### src/rtl/eth_fc_pkg.sv
// Shared types and constants for the 802.3x pause-frame flow-control logic.
//   fc_state_t     : scheduler state encoding
//   PAUSE_MCAST_DA : reserved MAC-control multicast destination address
//   XON_QUANTA     : quanta value that resumes the link partner
package eth_fc_pkg;

    typedef enum logic [1:0] {
        S_IDLE     = 2'd0,
        S_REQ_XOFF = 2'd1,
        S_PAUSED   = 2'd2,
        S_REQ_XON  = 2'd3
    } fc_state_t;

    localparam logic [47:0] PAUSE_MCAST_DA = 48'h0180C2000001;
    localparam logic [15:0] XON_QUANTA     = 16'h0000;

endpackage

### src/rtl/pause_flow_scheduler.sv
// Watermark-driven pause-frame scheduler between the bridge RX FIFO and the
// MAC pause transmit interface. Sends XOFF when the FIFO fills past HI_WM,
// refreshes it before the advertised quanta run out, and sends XON once the
// FIFO drains to LO_WM. Every MAC request uses a req/ack handshake.
//
// Ports:
//   tx_clk            in   clock
//   rstn              in   synchronous active-low reset
//   fc_en             in   flow-control enable
//   fifo_level        in   RX FIFO occupancy in words
//   tx_pause_ack      in   MAC accepted the pending request
//   tx_pause_req      out  pause request, held until acked
//   tx_pause_val      out  quanta of the pending request, 0 when idle
//   tx_pause_dst_addr out  MAC-control multicast while pending, else 0
//   xoff_active       out  link partner is currently paused
//   pause_frame_cnt   out  acked pause frames, saturating
//
// state      | meaning
// -----------+-----------------------------------------------------------
// S_IDLE     | no pause in effect, watching for level >= HI_WM
// S_REQ_XOFF | XOFF (initial or refresh) offered to the MAC, awaiting ack
// S_PAUSED   | partner paused, refresh timer counting down
// S_REQ_XON  | XON offered to the MAC, awaiting ack
module pause_flow_scheduler
    import eth_fc_pkg::*;
#(
    parameter int unsigned LVL_W        = 12,
    parameter int unsigned HI_WM        = 1536,
    parameter int unsigned LO_WM        = 512,
    parameter logic [15:0] PAUSE_QUANTA = 16'h5a0f,
    parameter int unsigned REFRESH_CYC  = 20000
) (
    input  logic             tx_clk,
    input  logic             rstn,
    input  logic             fc_en,
    input  logic [LVL_W-1:0] fifo_level,
    input  logic             tx_pause_ack,
    output logic             tx_pause_req,
    output logic [15:0]      tx_pause_val,
    output logic [47:0]      tx_pause_dst_addr,
    output logic             xoff_active,
    output logic [15:0]      pause_frame_cnt
);

    localparam logic [LVL_W-1:0] HI_LVL       = LVL_W'(HI_WM);
    localparam logic [LVL_W-1:0] LO_LVL       = LVL_W'(LO_WM);
    localparam logic [23:0]      REFRESH_LOAD = 24'(REFRESH_CYC - 1);

    fc_state_t   state;
    fc_state_t   state_next;
    logic [23:0] timer;
    logic [23:0] timer_next;
    logic        req_next;
    logic [15:0] val_next;
    logic [47:0] dst_next;
    logic        xoff_next;
    logic [15:0] cnt_next;
    logic        ack_seen;
    logic        xon_cond;

    // The registered req mirrors the request states, so gating with it makes
    // an ack arriving while nothing is offered a no-op.
    assign ack_seen = tx_pause_ack && tx_pause_req;
    assign xon_cond = !fc_en || (fifo_level <= LO_LVL);

    always_ff @(posedge tx_clk) begin
        if (!rstn) begin
            state <= S_IDLE;
        end else begin
            state <= state_next;
        end
    end

    always_comb begin
        state_next = state;
        unique case (state)
            S_IDLE: begin
                if (fc_en && (fifo_level >= HI_LVL)) state_next = S_REQ_XOFF;
            end
            S_REQ_XOFF: begin
                if (ack_seen) state_next = S_PAUSED;
            end
            S_PAUSED: begin
                // XON takes priority over a refresh falling due in the same cycle.
                if (xon_cond)           state_next = S_REQ_XON;
                else if (timer == '0)   state_next = S_REQ_XOFF;
            end
            S_REQ_XON: begin
                if (ack_seen) state_next = S_IDLE;
            end
            default: state_next = S_IDLE;
        endcase
    end

    // Outputs are derived from the next state and registered, so req, val
    // and dst_addr always change together on the same edge.
    always_comb begin
        req_next   = 1'b0;
        val_next   = 16'h0000;
        dst_next   = 48'h0;
        xoff_next  = xoff_active;
        cnt_next   = pause_frame_cnt;
        timer_next = timer;

        unique case (state_next)
            S_REQ_XOFF: begin
                req_next = 1'b1;
                val_next = PAUSE_QUANTA;
                dst_next = PAUSE_MCAST_DA;
            end
            S_REQ_XON: begin
                req_next = 1'b1;
                val_next = XON_QUANTA;
                dst_next = PAUSE_MCAST_DA;
            end
            default: ;
        endcase

        if (ack_seen && (state == S_REQ_XOFF || state == S_REQ_XON)) begin
            if (pause_frame_cnt != 16'hFFFF) cnt_next = pause_frame_cnt + 16'd1;
            xoff_next = (state == S_REQ_XOFF);
        end

        if (state == S_REQ_XOFF && ack_seen) begin
            timer_next = REFRESH_LOAD;
        end else if (state == S_PAUSED && timer != '0) begin
            timer_next = timer - 24'd1;
        end
    end

    always_ff @(posedge tx_clk) begin
        if (!rstn) begin
            tx_pause_req      <= 1'b0;
            tx_pause_val      <= 16'h0000;
            tx_pause_dst_addr <= 48'h0;
            xoff_active       <= 1'b0;
            pause_frame_cnt   <= 16'h0000;
            timer             <= 24'h0;
        end else begin
            tx_pause_req      <= req_next;
            tx_pause_val      <= val_next;
            tx_pause_dst_addr <= dst_next;
            xoff_active       <= xoff_next;
            pause_frame_cnt   <= cnt_next;
            timer             <= timer_next;
        end
    end

endmodule

### config.mk
export PLATFORM = sky130hd
export DESIGN_NAME = pause_flow_scheduler
export DESIGN_NICKNAME = d
export VERILOG_FILES = /design/src/rtl/eth_fc_pkg.sv /design/src/rtl/pause_flow_scheduler.sv
export SDC_FILE = /design/constraint.sdc
export NUM_CORES = 1
export LEC_CHECK = 0
export ABC_AREA = 1
export BUFFER_PORTS_ARGS = -buffer_cell sky130_fd_sc_hd__buf_2
export CORE_ASPECT_RATIO = 1.75
export CORE_MARGIN = 2
export CORE_UTILIZATION = 49
export CTS_BUF_LIST = sky130_fd_sc_hd__clkbuf_4
export DETAILED_ROUTE_END_ITERATION = 16
export GPL_TIMING_DRIVEN = 0
export HOLD_SLACK_MARGIN = 0.08
export PLACE_DENSITY = 0.9
export SLEW_MARGIN = 20
export SYNTH_ARGS = -nofsm -noshare
export SYNTH_HDL_FRONTEND = slang
export SYNTH_SLANG_ARGS = --single-unit
### constraint.sdc
create_clock -name tx_clk -period 1.6 [get_ports tx_clk]
set_clock_uncertainty 0.2 [all_clocks]
set_input_delay 0.08 -clock tx_clk [delete_from_list [all_inputs] [get_ports tx_clk]]
set_output_delay 0.08 -clock tx_clk [all_outputs]
set_load 0.1 [all_outputs]
==> summary.txt <==
Logic synthesis
  • Top-area cell type share of the netlist area: 26.9%
  • EDFF count, synth: 0
  • Cell taking the most area after synthesis: dfxtp_1
  • Synth Cell Area: 3280 sq um
  • Main synth FF type: dfxtp_1
  • FFs w/ async S/R, synth: 0%
  • Seq/Total Area, Yosys: 26.9%
  • Synthesis Warnings: 0
  • Top cells by area, synth: dfxtp_1 (27%), nand2_1 (16%), buf_4 (15%), nor2_1 (9.4%), inv_1 (5.8%)
  • Average size of a mapped cell: 6.37 sq um
  • Post-synthesis cell type count: 33
  • Gate Count Post-Synth: 515
  • Yosys reg bits: 44

CTS
  • CTS buffer count: 5
  • Root Driver: clkbuf_4
  • # clock sinks: 44
  • Clock transition at path regs: 160 ps
  • TritonCTS clock tree: built
  • # H-tree levels: 2
  • Worst-Skew Late Latency: 420 ps
  • CTS Buffer Depth: 2

Placed design
  • DP Area: 3930 sq um
  • Placed cell count: 693
  • Pre-CTS setup slack: -346 ps
  • HPWL Detailed: 6490 um
  • Global placement routability congestion: 0.929
  • Port Buffers: 47

Global route
  • First-pass GRT wire length: 17000 um
  • Number of global-route vias before repair: 3774
  • GRT Util Overall: 29.4%
  • GRT overflow: 0
  • Initial antenna violation count: 0
  • Pin count of the biggest net entering global routing: 17

Timing
  • Least-Margin Pin Slew: 648 ps
  • # setup viols final: 45
  • Max Fclk: 497 MHz
  • Slew headroom: 56.8%
  • Fin worst setup slack: -410 ps
  • Min cycle time layout: 2010 ps
  • Min Hold Slack: 157 ps
  • Setup tns final: -9770 ps
  • Slew Viols, Final: 0
  • Fin. Hold Viols: 0
  • Period utilization: 126%
  • RSZ-0062 raised after global routing: yes

Detailed routing
  • Antenna-violating nets left: 0
  • DR iter-0 viols: 314
  • Drt total wl: 13500 um
  • Residual DRC: 0
  • Routed via count: 4136
  • Drt first pass iters: 8
  • Vias per cell: 5.56
  • Wire length per cell: 18.1 um

Power
  • Pwr/cell area: 1100 nW/um^2
  • Clk pwr share: 15.1%
  • Worst IR Drop VDD: 0.914 mV
  • P_int: 2.51 mW
  • Total power: 5.39 mW
  • P_sw: 2.88 mW
  • Sw Ratio: 53.5%
  • Flop pwr share: 23.2%
  • Leak: 2.45 nW
  • Logic pwr share: 61.7%

Critical path
  • Setup crit end kind: flop
  • WS Path Type: reg2reg
  • CP top delay family: simple AND/OR/NAND/NOR gates
  • CP Cell Sequence: nor2_2 > nand2_2 > nor2_4 > nand3_4 > buf_6 > nand3_2 > nand2_1 > nand2_1 > nand2_2 > nor2_4
  • Crit-path max FO: 5
  • Worst Path Required: 1740 ps
  • Arr. time, crit path: 2150 ps
  • Worst path slowest cell: dfxtp_1
  • Critical path launch point type: flop
  • Max incr delay on CP: 400 ps
  • Buffers and inverters on the worst path: 1

Layout
  • Final Instance Count excl. Fillers: 744
  • N_diodes: 0
  • Final Util: 75.2%
  • Layout cells sized above 1: 44.3%
  • Nets: 680
  • Design Area, Final: 4880 sq um
  • Area Growth Syn to Fin: 48.9%
  • Layout filler cell count: 397

Job
  • Total of max-cap violations: 0

Min path
  • Min-Delay Path Class: in2reg

Die
  • Die Height: 112 um
  • Core ar.: 6490 sq um
  • Horiz. Die Dim: 65.8 um
  • # IOs: 98
  • Die area: 7390 sq um
  • Site row count: 39
  • Initial Utilization: 50.5%

Status
  • Run status: complete, but fails checks
  • Failing checks: setup timing
==> path summary, 6_finish.rpt <==
check,endpoint,slack [ps],startpoint,depth (start not counted)
worst max-delay path,tx_pause_val[12],-410,timer[10],10
worst min-delay path,state[0],160,fifo_level[9],8
worst max register to register,tx_pause_val[12],-410,timer[10],10
worst min register to register,timer[22],310,timer[22],2
==> routing by layer <==
metal  GRT usage (%)  wire, um
met1            25.9      3990
met2            55.6      6880
met3            4.41      1100
met4            23.2      1510
met5               0         0
==> cells by family (layout without fill, tap and decap cells) <==
kind of cell | after synthesis | in the layout | synth area share (%)
AOI/OAI and AO/OA | 40 | 40 | 7.25
xor gates and xnor gates | 16 | 16 | 4.27
adders and majority gates | 3 | 3 | 1.14
buffers and inverters | 127 | 225 | 23.0
DFF | 44 | 44 | 26.9
other | 1 | 50 | 0.114
and+or+nand+nor | 284 | 284 | 37.3
==> synthesized netlist by cell type (all sizes together) (2+ instances only) <==
cell type  number
a21oi          28
nor2           89
ha              3
o21ai           9
inv            53
xnor2           3
nand4          13
xor2           13
nand3          35
nor3            6
buf            70
nand2         139
o21bai          2
nand3b          2
dfxtp          44
clkbuf          3
==> cells in the final DEF, fill, tap and decap left out, types with 4 or more instances in the layout <==
cell           count
a21oi_1           12
a21oi_2           16
buf_2             30
buf_4            103
buf_6              9
clkbuf_4          10
conb_1            50
dfxtp_1           24
dfxtp_2            6
dfxtp_4           14
dlygate4sd3_1      6
inv_1             44
inv_2              6
nand2_1          101
nand2_2           27
nand2_4           10
nand3_1           27
nand3_2            5
nand4_1           13
nor2_1            60
nor2_2            16
nor2_4            13
nor3_1             4
o21ai_0            4
xor2_1            13
==> cell type report <==
type / instances / area (sq um) / share of cell area, %
Multi-Input combinational cell: 393 / 2230 / 45.7
Sequential cell: 44 / 941 / 19.3
Timing Repair Buffer: 91 / 738 / 15.1
Buffer: 72 / 562 / 11.5
Inverter: 54 / 219 / 4.48
Tap cell: 82 / 103 / 2.10
Clock inverter: 3 / 50.0 / 1.03
Clock buffer: 5 / 37.5 / 0.769
==> power by group through the flow <==
stage	Combinational (mW)	Sequential (mW)	Clock [mW]
after floorplan	2.14	1.33	0
after global placement	2.50	1.25	0
after detailed placement	2.56	1.26	0
after CTS	2.96	1.23	0.770
after global routing	3.50	1.25	0.830
final	3.33	1.25	0.815
==> tightest hold or removal path, cell delays in order <==
cell and delay, ps:
buf_2 110, inv_1 40, a21boi_0 140, nand3_2 90, nand2_1 70, nand2_1 80, nand2_2 80, inv_1 70
==> sequential cells by signal, indices dropped and copies added (netlist names) <==
signal / count
state: 2
timer: 24
pause_frame_cnt: 16
xoff_active: 1
tx_pause_val: 1
==> repair_timing <==
action | 4_1_cts | 5_1_grt
cloned | 2 | 1
buffers inserted | 29 | 6
endpoints found under the hold margin | 21 | 0
hold buffers | 6 | 0
resized for setup | 73 | 66
endpoints found under the setup margin | 54 | 46
pin swaps | 18 | 25
(Power assumes the default switching activity.)
